[src/rtl/lsu_pkg.sv]
// Shared types and encode helpers for the memory-stage load/store unit.
// Size decode treats every undefined funct3 as a word access.
package lsu_pkg;

    typedef enum logic [1:0] {
        IDLE = 2'd0,
        REQ  = 2'd1,
        DONE = 2'd2
    } lsu_state_e;

    typedef enum logic [1:0] {
        SZ_B = 2'd0,
        SZ_H = 2'd1,
        SZ_W = 2'd2
    } lsu_size_e;

    localparam logic [2:0] F3_B  = 3'b000;
    localparam logic [2:0] F3_H  = 3'b001;
    localparam logic [2:0] F3_W  = 3'b010;
    localparam logic [2:0] F3_BU = 3'b100;
    localparam logic [2:0] F3_HU = 3'b101;

    function automatic lsu_size_e size_of(input logic [2:0] f3);
        case (f3)
            F3_B, F3_BU: size_of = SZ_B;
            F3_H, F3_HU: size_of = SZ_H;
            default:     size_of = SZ_W;
        endcase
    endfunction

    function automatic logic is_misaligned(input logic [2:0] f3, input logic [1:0] a);
        case (size_of(f3))
            SZ_H:    is_misaligned = a[0];
            SZ_W:    is_misaligned = (a != 2'b00);
            default: is_misaligned = 1'b0;
        endcase
    endfunction

    function automatic logic [3:0] store_wstrb(input logic [2:0] f3, input logic [1:0] a);
        case (size_of(f3))
            SZ_B:    store_wstrb = 4'b0001 << a;
            SZ_H:    store_wstrb = a[1] ? 4'b1100 : 4'b0011;
            default: store_wstrb = 4'b1111;
        endcase
    endfunction

    function automatic logic [31:0] store_wdata(input logic [2:0] f3, input logic [31:0] d);
        case (size_of(f3))
            SZ_B:    store_wdata = {4{d[7:0]}};
            SZ_H:    store_wdata = {2{d[15:0]}};
            default: store_wdata = d;
        endcase
    endfunction

endpackage

[src/rtl/lsu_load_align.sv]
// Selects the addressed lane of a read word and sign/zero-extends it.
// funct3[2] set means unsigned (LBU/LHU).
module lsu_load_align
    import lsu_pkg::*;
(
    input  logic [31:0] word_i,
    input  logic [1:0]  addr_i,
    input  logic [2:0]  funct3_i,
    output logic [31:0] data_o
);

    logic [7:0]  byte_sel;
    logic [15:0] half_sel;
    logic        sign_ext;

    always_comb begin
        byte_sel = 8'h00;
        case (addr_i)
            2'd0: byte_sel = word_i[7:0];
            2'd1: byte_sel = word_i[15:8];
            2'd2: byte_sel = word_i[23:16];
            2'd3: byte_sel = word_i[31:24];
            default: byte_sel = 8'h00;
        endcase
        half_sel = addr_i[1] ? word_i[31:16] : word_i[15:0];
        sign_ext = ~funct3_i[2];

        case (size_of(funct3_i))
            SZ_B:    data_o = {{24{sign_ext & byte_sel[7]}}, byte_sel};
            SZ_H:    data_o = {{16{sign_ext & half_sel[15]}}, half_sel};
            default: data_o = word_i;
        endcase
    end

endmodule

[src/rtl/lsu_mem_stage.sv]
// Memory-stage LSU: one req/ack bus transaction per load/store, with
// misalignment and timeout reporting and a stall back to the pipeline.
module lsu_mem_stage
    import lsu_pkg::*;
#(
    parameter int TIMEOUT_CYCLES = 16,
    parameter int ADDR_W         = 32
) (
    input  logic              clk,
    input  logic              reset_n,
    input  logic              preg_2_rd_en,
    input  logic              preg_2_wr_en,
    input  logic [31:0]       preg_2_alu_out,
    input  logic [31:0]       preg_2_rdata2,
    input  logic [31:0]       preg_2_inst,
    output logic              mem_req,
    output logic              mem_we,
    output logic [ADDR_W-1:0] mem_addr,
    output logic [31:0]       mem_wdata,
    output logic [3:0]        mem_wstrb,
    input  logic              mem_ack,
    input  logic [31:0]       mem_rdata,
    output logic [31:0]       lsu_rdata,
    output logic              lsu_stall,
    output logic              lsu_misalign,
    output logic              lsu_err,
    output lsu_state_e        dbg_state_o
);

    localparam int CNT_W = $clog2(TIMEOUT_CYCLES + 1);
    localparam logic [CNT_W-1:0] CNT_LAST = CNT_W'(TIMEOUT_CYCLES - 1);

    lsu_state_e        state_q, state_d;
    logic [CNT_W-1:0]  cnt_q, cnt_d;
    logic [ADDR_W-1:0] addr_q;
    logic [31:0]       wdata_q;
    logic [3:0]        wstrb_q;
    logic [2:0]        f3_q;
    logic              we_q;
    logic [31:0]       rdata_q, rdata_d;
    logic              tmo_err_q, tmo_err_d;

    logic        capture;
    logic        stall_c;
    logic        misalign_c;
    logic        both_err_c;
    logic [2:0]  f3_in;
    logic [31:0] load_data;
    logic        unused_inst;

    assign f3_in       = preg_2_inst[14:12];
    assign unused_inst = ^{preg_2_inst[31:15], preg_2_inst[11:0]};

    lsu_load_align u_align (
        .word_i   (mem_rdata),
        .addr_i   (addr_q[1:0]),
        .funct3_i (f3_q),
        .data_o   (load_data)
    );

    always_comb begin
        state_d    = state_q;
        cnt_d      = cnt_q;
        rdata_d    = rdata_q;
        tmo_err_d  = 1'b0;
        capture    = 1'b0;
        stall_c    = 1'b0;
        misalign_c = 1'b0;
        both_err_c = 1'b0;

        case (state_q)
            IDLE: begin
                if (preg_2_rd_en && preg_2_wr_en) begin
                    both_err_c = 1'b1;
                end else if (preg_2_rd_en ^ preg_2_wr_en) begin
                    if (is_misaligned(f3_in, preg_2_alu_out[1:0])) begin
                        misalign_c = 1'b1;
                    end else begin
                        capture = 1'b1;
                        stall_c = 1'b1;
                        cnt_d   = '0;
                        state_d = REQ;
                    end
                end
            end
            REQ: begin
                stall_c = 1'b1;
                if (mem_ack) begin
                    if (!we_q) rdata_d = load_data;
                    state_d = DONE;
                end else if (cnt_q == CNT_LAST) begin
                    tmo_err_d = 1'b1;
                    rdata_d   = '0;
                    state_d   = DONE;
                end else begin
                    cnt_d = cnt_q + 1'b1;
                end
            end
            DONE: begin
                // preg_2 still shows the finished instruction; never re-accept it here.
                state_d = IDLE;
            end
            default: state_d = IDLE;
        endcase
    end

    always_ff @(posedge clk or negedge reset_n) begin
        if (!reset_n) begin
            state_q   <= IDLE;
            cnt_q     <= '0;
            addr_q    <= '0;
            wdata_q   <= '0;
            wstrb_q   <= '0;
            f3_q      <= '0;
            we_q      <= 1'b0;
            rdata_q   <= '0;
            tmo_err_q <= 1'b0;
        end else begin
            state_q   <= state_d;
            cnt_q     <= cnt_d;
            rdata_q   <= rdata_d;
            tmo_err_q <= tmo_err_d;
            if (capture) begin
                addr_q  <= preg_2_alu_out[ADDR_W-1:0];
                wdata_q <= store_wdata(f3_in, preg_2_rdata2);
                wstrb_q <= preg_2_wr_en ? store_wstrb(f3_in, preg_2_alu_out[1:0]) : 4'b0000;
                f3_q    <= f3_in;
                we_q    <= preg_2_wr_en;
            end
        end
    end

    // Bus outputs are driven only while the request is live.
    assign mem_req   = (state_q == REQ);
    assign mem_we    = mem_req & we_q;
    assign mem_addr  = mem_req ? {addr_q[ADDR_W-1:2], 2'b00} : '0;
    assign mem_wdata = mem_req ? wdata_q : '0;
    assign mem_wstrb = mem_req ? wstrb_q : 4'b0000;

    // Combinational flags are masked so every output reads 0 while reset is held.
    assign lsu_stall    = stall_c & reset_n;
    assign lsu_misalign = misalign_c & reset_n;
    assign lsu_err      = (both_err_c & reset_n) | tmo_err_q;
    assign lsu_rdata    = rdata_q;
    assign dbg_state_o  = state_q;

endmodule

[config.mk]
export PLATFORM = sky130hd
export DESIGN_NAME = lsu_mem_stage
export DESIGN_NICKNAME = d
export VERILOG_FILES = /design/src/rtl/lsu_pkg.sv /design/src/rtl/lsu_load_align.sv /design/src/rtl/lsu_mem_stage.sv
export SDC_FILE = /design/constraint.sdc
export NUM_CORES = 1
export LEC_CHECK = 0
export ABC_AREA = 1
export CORE_MARGIN = 3
export CORE_UTILIZATION = 25
export DETAILED_ROUTE_END_ITERATION = 7
export PLACE_DENSITY = 0.64
export SYNTH_ARGS = -nofsm -noshare
export SYNTH_HDL_FRONTEND = slang
export SYNTH_SLANG_ARGS = --single-unit
[constraint.sdc]
create_clock -name clk -period 4.49 [get_ports clk]
set_input_delay 0.898 -clock clk [delete_from_list [all_inputs] [get_ports clk]]
set_output_delay 0.898 -clock clk [all_outputs]
set_load 0.05 [all_outputs]
==> flow_summary.yaml, run 1 <==
hold_path:
  worstHoldStart: "lsu_rdata[6]$_DFFE_PN0P_"
  min_path_cells: 2
  min_to: "lsu_rdata[6]$_DFFE_PN0P_"
  min-delay-path-class: "register to register"
logic_synthesis:
  yosys.area.top_type: "sky130_fd_sc_hd__dfrtp_1"
  synth-warning-count: 0
  yosys_register_bits: 112
  post_synth_num_cell_types: 27
  synthTopCellsByArea: "sky130_fd_sc_hd__dfrtp_1, sky130_fd_sc_hd__nand2_1, sky130_fd_sc_hd__nor2_1, sky130_fd_sc_hd__o21ai_0, sky130_fd_sc_hd__inv_1"
  syn-cell-area_sq_um: 5664
  synth_area_per_cell_sq_um: 7.356
  synthCells: 770
  synth.yosys.seq_area_share_pct: 49.48
  synth_largest_type_area_fraction_pct: 49.48
floorplanning:
  die_height_microns: 156.5
  rows: 54
  top_level_ports: 240
  floorplan.die_area_sq_um: 24500
  core_region_area_sq_um: 22030
  effective_utilization_at_floorplan_pct: 25.72
  die_width_microns: 156.5
worst_setup_path:
  critical_path.cell_chain: "clkdlybuf4s50_1 -> inv_1 -> nand2_1 -> nand2_1 -> nand2b_1 -> a21oi_1 -> buf_12"
  critPathSlowestCell: "sky130_fd_sc_hd__clkdlybuf4s50_1"
  regToRegStartpoint: "dbg_state_o[1]$_DFFE_PN0P_"
  crit_path_max_incr_delay_ns: 0.56
  cell_count_of_the_worst_reg_to_reg_path: 7
  timing.setup.critical_path_class: "primary input to output pin"
  start_kind: "primary input"
  worst-endpoint-arrival_ns: 2.70
  timing.critical_path.required_ns: 3.59
  worst-r2r-setup-slack_ns: 2.08
  critPathCaptureType: "output pin"
  critical_path.most_common_cell: "sky130_fd_sc_hd__nand2_1"
  worst_r2r_endpoint: "lsu_rdata[28]$_DFFE_PN0P_"
  critical_path_peak_fanout: 11
sta:
  report.final.slew_viol_count: 0
  setup_viol_count_final: 0
  finalWorstPathRequiredPeriod_ns: 3.601
  finalHoldViolations: 0
  grt_setup_unrepaired: "no"
  worst_pin_slew_ns: 0.9999
  whs_ns: 0.4835
  maxSlewHeadroom_pct: 33.27
  finalSetupTns_ns: 0
  layout_worst_path_cycle_share_pct: 80.21
  final.setup_skew_ns: 0.01430
  max_freq_mhz: 277.7
detailed_routing:
  detail_route.vias_per_cell: 4.411
  drt_drc_violations_left: 0
  routed_length_per_instance_microns: 14.52
  sum_of_routed_wire_length_over_all_layers_microns: 18040
  firstDrtPassIters: 5
  initialDrtViolationCount: 305
  route.vias.total: 5483
  route.antenna.remaining_nets: 0
cts:
  clk-insertion-delay-late_ns: 0.36
  numCtsBuffers: 9
  cts.sinks: 112
  cts-htree-levels: 3
  cts_setup_buffers: 0
  cts_resized: 0
  tritoncts: "yes"
  hold_buffers: 0
  clock_tree.buffer_depth: 2
  ctsRootBufferMaster: "sky130_fd_sc_hd__clkbuf_16"
  clk_transition_reported_paths_ns: 0.08
power_and_ir_drop:
  power.static_leakage_nw: 3.873
  max_rail_drop_vdd_mv: 0.2541
  ratio_of_total_power_to_cell_area_nw_per_um2: 558.2
job:
  max-cap-violations: 0
global_route:
  initial_antenna_violation_count: 0
  first_global_vias: 5560
  total_grt_overflow: 0
  grt_max_degree: 61
  groute.usage.overall_pct: 14.86
  grt_first_pass_wirelength_microns: 29160
final_layout:
  drive_above_1_share_pct: 4.050
  fin_nets: 1094
  antennaDiodeCount: 0
  num-fill-cells: 2340
  syn2layout_area_growth_pct: 46.50
place:
  gpl.final_weighted_congestion: 0.8383
  portBuffers: 208
  detailed_place_hpwl_microns: 13310
outcome:
  run_status: "completed"
[layout make-up]
type | count | area, sq um | area share [%]
Inverter | 106 | 400.4 | 4.825
Sequential cell | 112 | 2803 | 33.78
Timing Repair Buffer | 217 | 2180 | 26.27
Clock inverter | 7 | 82.58 | 0.9952
Multi-Input combinational cell | 512 | 2257 | 27.20
Tap cell | 280 | 350.3 | 4.222
Clock buffer | 9 | 225.2 | 2.714
[worst max-delay path: cells and delay by family]
family | cells | cell delay (ns)
buf+inv | 3 | 1.11
compound gates | 1 | 0.27
simple gates | 3 | 0.41
[synthesized netlist by cell type]
| library cell | instances |
|---|---|
| sky130_fd_sc_hd__nand3_2 | 2 |
| sky130_fd_sc_hd__o22ai_1 | 5 |
| sky130_fd_sc_hd__inv_4 | 1 |
| sky130_fd_sc_hd__nor2_1 | 112 |
| sky130_fd_sc_hd__ha_1 | 3 |
| sky130_fd_sc_hd__buf_4 | 6 |
| sky130_fd_sc_hd__o21ai_0 | 84 |
| sky130_fd_sc_hd__buf_6 | 2 |
| sky130_fd_sc_hd__dfrtp_1 | 112 |
| sky130_fd_sc_hd__nor2_2 | 2 |
| sky130_fd_sc_hd__o211ai_1 | 8 |
| sky130_fd_sc_hd__nand2_2 | 2 |
| sky130_fd_sc_hd__a21oi_1 | 27 |
| sky130_fd_sc_hd__a21oi_4 | 1 |
| sky130_fd_sc_hd__nand3_1 | 21 |
| sky130_fd_sc_hd__nor3_1 | 1 |
| sky130_fd_sc_hd__buf_1 | 7 |
| sky130_fd_sc_hd__nand3_4 | 2 |
| sky130_fd_sc_hd__o21ai_1 | 20 |
| sky130_fd_sc_hd__nand2b_1 | 1 |
| sky130_fd_sc_hd__xor2_1 | 1 |
| sky130_fd_sc_hd__a31o_2 | 1 |
| sky130_fd_sc_hd__clkbuf_1 | 13 |
| sky130_fd_sc_hd__buf_2 | 13 |
| sky130_fd_sc_hd__inv_1 | 105 |
| sky130_fd_sc_hd__nand2_1 | 217 |
| sky130_fd_sc_hd__conb_1 | 1 |
[worst max path at each step]
stage,from,end,slack (ns),cells past startpoint
detailed placement,preg_2_inst[13],lsu_stall,0.83,7
global placement,preg_2_inst[13],lsu_stall,0.89,7
CTS,preg_2_inst[13],lsu_stall,0.84,7
finish,preg_2_inst[13],lsu_stall,0.89,7
global route,preg_2_inst[13],lsu_stall,0.73,7
floorplan,preg_2_rd_en,lsu_stall,1.09,6
[report_power, final]
part / internal [W] / switching, W
Combinational: 0.000723 / 0.00149
Clock: 0.000401 / 0.000433
Sequential: 0.00138 / 0.000204
Total: 0.00250 / 0.00213
[metrics by stage]
step | cells | total power (W) | util [%] | area, sq um | worst slack, ns
5_1_grt | 1243 | 0.004961 | 37.67 | 8298 | 0.7316
3_5_place_dp | 1227 | 0.003832 | 36.28 | 7990 | 0.8329
4_1_cts | 1243 | 0.004696 | 37.67 | 8298 | 0.8382
6_report | 1243 | 0.004632 | 37.67 | 8298 | 0.8886
2_1_floorplan | 771 | 0.003067 | - | 5668 | 1.095
3_3_place_gp | 1227 | 0.003796 | 36.28 | 7990 | 0.8880
[metal layers]
layer	vias to the layer above	track usage, %	part of all wire, %
li1	2746	-	-
met1	2536	19.85	46
met2	186	23.73	45
met3	15	4.784	8.2
met4	0	3.126	1.1
met5	-	0	0
[registers in the layout, summed over array words and instances (netlist names)]
register     flops
lsu_rdata       32
dbg_state_o      2
addr_q          32
tmo_err_q        1
we_q             1
cnt_q            5
wdata_q         32
wstrb_q          4
f3_q             3
[placed cells by master, fill, tap and decap left out, types with 5 or more instances in the layout]
master and count:
sky130_fd_sc_hd__o21ai_1 20, sky130_fd_sc_hd__inv_1 105, sky130_fd_sc_hd__clkdlybuf4s50_1 205, sky130_fd_sc_hd__clkbuf_16 9
sky130_fd_sc_hd__a21oi_1 27, sky130_fd_sc_hd__o211ai_1 8, sky130_fd_sc_hd__nand3_1 21, sky130_fd_sc_hd__dfrtp_1 112
sky130_fd_sc_hd__o22ai_1 5, sky130_fd_sc_hd__buf_4 9, sky130_fd_sc_hd__nor2_1 112, sky130_fd_sc_hd__o21ai_0 84
sky130_fd_sc_hd__nand2_1 217
[cells by family (layout without fill, tap and decap cells)]
family | Yosys count | after routing | synth area share [%]
compound gates | 146 | 146 | 13.63
simple gates | 360 | 360 | 25.27
buf+inv | 147 | 339 | 10.74
fa+ha+maj | 3 | 3 | 0.6628
xor+xnor | 1 | 1 | 0.1547
other cells | 1 | 2 | 0.06621
flops | 112 | 112 | 49.48
No activity file was read; power rests on OpenSTA's default activity.
==> run 2, diff against run 1 <==
--- a/config.mk
+++ b/config.mk
@@ -9,7 +9,7 @@
 export CORE_MARGIN = 3
 export CORE_UTILIZATION = 25
 export DETAILED_ROUTE_END_ITERATION = 7
-export PLACE_DENSITY = 0.64
+export PLACE_DENSITY = 0.66
 export SYNTH_ARGS = -nofsm -noshare
 export SYNTH_HDL_FRONTEND = slang
 export SYNTH_SLANG_ARGS = --single-unit
==> constraint.sdc (replaced) <==
create_clock -name clk -period 3.3 [get_ports clk]
set_input_delay 0.66 -clock clk [delete_from_list [all_inputs] [get_ports clk]]
set_output_delay 0.66 -clock clk [all_outputs]
set_load 0.05 [all_outputs]
==> run 2 against run 1 <==
Cell count up 0.24%. Power increased by 34%. Clock power grew 28%. Via count about the same. Combinational power is 35% higher. Worst setup slack worse by 0.45 ns. Critical endpoint is now lsu_misalign.
==> flow_summary.yaml, run 2 (synthesis results as in run 1) <==
outcome:
  run_status: "completed"
detailed_routing:
  initialDrtViolationCount: 213
  detail_route.vias_per_cell: 4.400
  routed_length_per_instance_microns: 14.26
  route.vias.total: 5482
  sum_of_routed_wire_length_over_all_layers_microns: 17760
  drt_drc_violations_left: 0
  route.antenna.remaining_nets: 0
  firstDrtPassIters: 4
floorplanning:
  die_width_microns: 156.5
  rows: 54
  core_region_area_sq_um: 22030
  top_level_ports: 240
  floorplan.die_area_sq_um: 24500
  die_height_microns: 156.5
  effective_utilization_at_floorplan_pct: 25.72
global_route:
  groute.usage.overall_pct: 14.30
  first_global_vias: 5237
  grt_first_pass_wirelength_microns: 28020
  grt_max_degree: 73
  initial_antenna_violation_count: 1
  total_grt_overflow: 0
cts:
  clk-insertion-delay-late_ns: 0.36
  tritoncts: "yes"
  numCtsBuffers: 9
  cts_setup_buffers: 0
  cts.sinks: 112
  cts_resized: 0
  clk_transition_reported_paths_ns: 0.08
  ctsRootBufferMaster: "sky130_fd_sc_hd__clkbuf_16"
  clock_tree.buffer_depth: 2
  cts-htree-levels: 3
  hold_buffers: 0
place:
  detailed_place_hpwl_microns: 13170
  portBuffers: 208
  cell_area_after_placement_sq_um: 7853
  gpl.final_weighted_congestion: 0.8453
final_layout:
  multi_input_area_sq_um: 2257
  drive_above_1_share_pct: 11.39
  layout_commonest_cell: "sky130_fd_sc_hd__nand2_1"
  num-fill-cells: 2338
  mostFrequentLayoutCells: "sky130_fd_sc_hd__nand2_1, sky130_fd_sc_hd__clkdlybuf4s50_1, sky130_fd_sc_hd__nor2_1, sky130_fd_sc_hd__dfrtp_1, sky130_fd_sc_hd__inv_1"
  syn2layout_area_growth_pct: 43.61
  layout.core_utilization_pct: 36.93
  fin_nets: 1097
  post-route-cell-area_sq_um: 8134
  antennaDiodeCount: 0
  area.sequential_sq_um: 2803
worst_setup_path:
  cell_count_of_the_worst_reg_to_reg_path: 10
  critPathSlowestCell: "sky130_fd_sc_hd__clkdlybuf4s50_1"
  worst-endpoint-arrival_ns: 2.20
  critical_path.most_common_cell: "sky130_fd_sc_hd__nand2_1"
  regToRegStartpoint: "cnt_q[0]$_DFFE_PN0P_"
  timing.setup.critical_path_class: "primary input to output pin"
  worst-r2r-setup-slack_ns: 1.14
  critical_path.cell_chain: "clkdlybuf4s50_1 -> inv_1 -> nand2_1 -> nand2_1 -> nor3_1 -> buf_12"
  timing.critical_path.required_ns: 2.64
  critPathCaptureType: "output pin"
  critical_path_peak_fanout: 7
  worst_r2r_endpoint: "lsu_rdata[0]$_DFFE_PN0P_"
  start_kind: "primary input"
  crit_path_max_incr_delay_ns: 0.60
sta:
  finalSetupTns_ns: 0
  finalHoldViolations: 0
  max_freq_mhz: 349.5
  worst_pin_slew_ns: 0.8577
  grt_setup_unrepaired: "no"
  setup_viol_count_final: 0
  finalWorstPathRequiredPeriod_ns: 2.861
  final.setup_skew_ns: 0.01471
  report.final.slew_viol_count: 0
  maxSlewHeadroom_pct: 42.82
  layout_worst_path_cycle_share_pct: 86.70
power_and_ir_drop:
  power.static_leakage_nw: 4.009
  ratio_of_total_power_to_cell_area_nw_per_um2: 761.3
  max_rail_drop_vdd_mv: 0.3272
job:
  max-cap-violations: 0
hold_path:
  min-delay-path-class: "primary input to asynchronous set/reset pin"
run 2: changes by cell type in the layout (fill, tap and decap cells not counted), moves of 2 or more:
| cell | delta |
|---|---|
| sky130_fd_sc_hd__buf_4 | +71 |
| sky130_fd_sc_hd__clkdlybuf4s50_1 | -69 |
| sky130_fd_sc_hd__clkinv_4 | +2 |
| sky130_fd_sc_hd__clkinv_8 | -2 |
run 2: worst max path at each step:
| stage | startpoint | depth (start not counted) | endpoint | slack [ns] |
|---|---|---|---|---|
| 6_report | preg_2_inst[13] | 6 | lsu_misalign | 0.44 |
| 3_3_place_gp | preg_2_inst[13] | 6 | lsu_misalign | 0.45 |
| 4_1_cts | preg_2_inst[13] | 6 | lsu_misalign | 0.41 |
| 5_1_grt | preg_2_inst[13] | 6 | lsu_misalign | 0.34 |
| 2_1_floorplan | preg_2_rd_en | 6 | lsu_stall | 0.38 |
| 3_5_place_dp | preg_2_inst[13] | 6 | lsu_misalign | 0.41 |
run 2: report_power, final:
part	internal (W)	total, W	switching [W]
Sequential	0.00188	0.00212	0.000247
Combinational	0.000950	0.00300	0.00205
Clock	0.000527	0.00107	0.000547
Total	0.00335	0.00619	0.00284
run 2: cell type report:
type                            instances  area share [%]
Clock inverter                          6          0.6461
Clock buffer                           10           2.815
Tap cell                              280           4.307
Timing Repair Buffer                  220           25.10
Inverter                              106           4.922
Multi-Input combinational cell        512           27.75
Sequential cell                       112           34.46
run 2: routing by layer:
layer	global-route usage, %	wire length, microns	up-vias	share of wire (%)
li1	-	-	2764	-
met1	19.31	8122	2507	46
met2	22.17	7834	188	44
met3	4.812	1473	21	8.3
met4	3.543	311	2	1.8
met5	0	20	-	0.11
run 2: through the flow:
stage                     hold WS [ns]  cells  setup WS [ns]  total power [W]
after detailed placement        0.4654   1230         0.4135         0.005168
after floorplan                 0.3644    771         0.3810         0.004173
after global routing            0.4707   1246         0.3385         0.006636
after CTS                       0.4441   1246         0.4114         0.006278
final                           0.4238   1246         0.4387         0.006192
after global placement          0.4619   1230         0.4468         0.005123
run 2: critical path, delay by kind of cell:
| family | cells | cell delay, ns |
|---|---|---|
| buffers and inverters | 3 | 0.89 |
| AND/OR/NAND/NOR | 3 | 0.66 |
==> run 3, diff against run 2 <==
--- a/config.mk
+++ b/config.mk
@@ -8,6 +8,7 @@
 export ABC_AREA = 1
 export CORE_MARGIN = 3
 export CORE_UTILIZATION = 25
+export CTS_CLUSTER_SIZE = 8
 export DETAILED_ROUTE_END_ITERATION = 7
 export PLACE_DENSITY = 0.66
 export SYNTH_ARGS = -nofsm -noshare
==> results of run 3 <==
The final DEF is identical to that of run 2; final timing and power are the same.
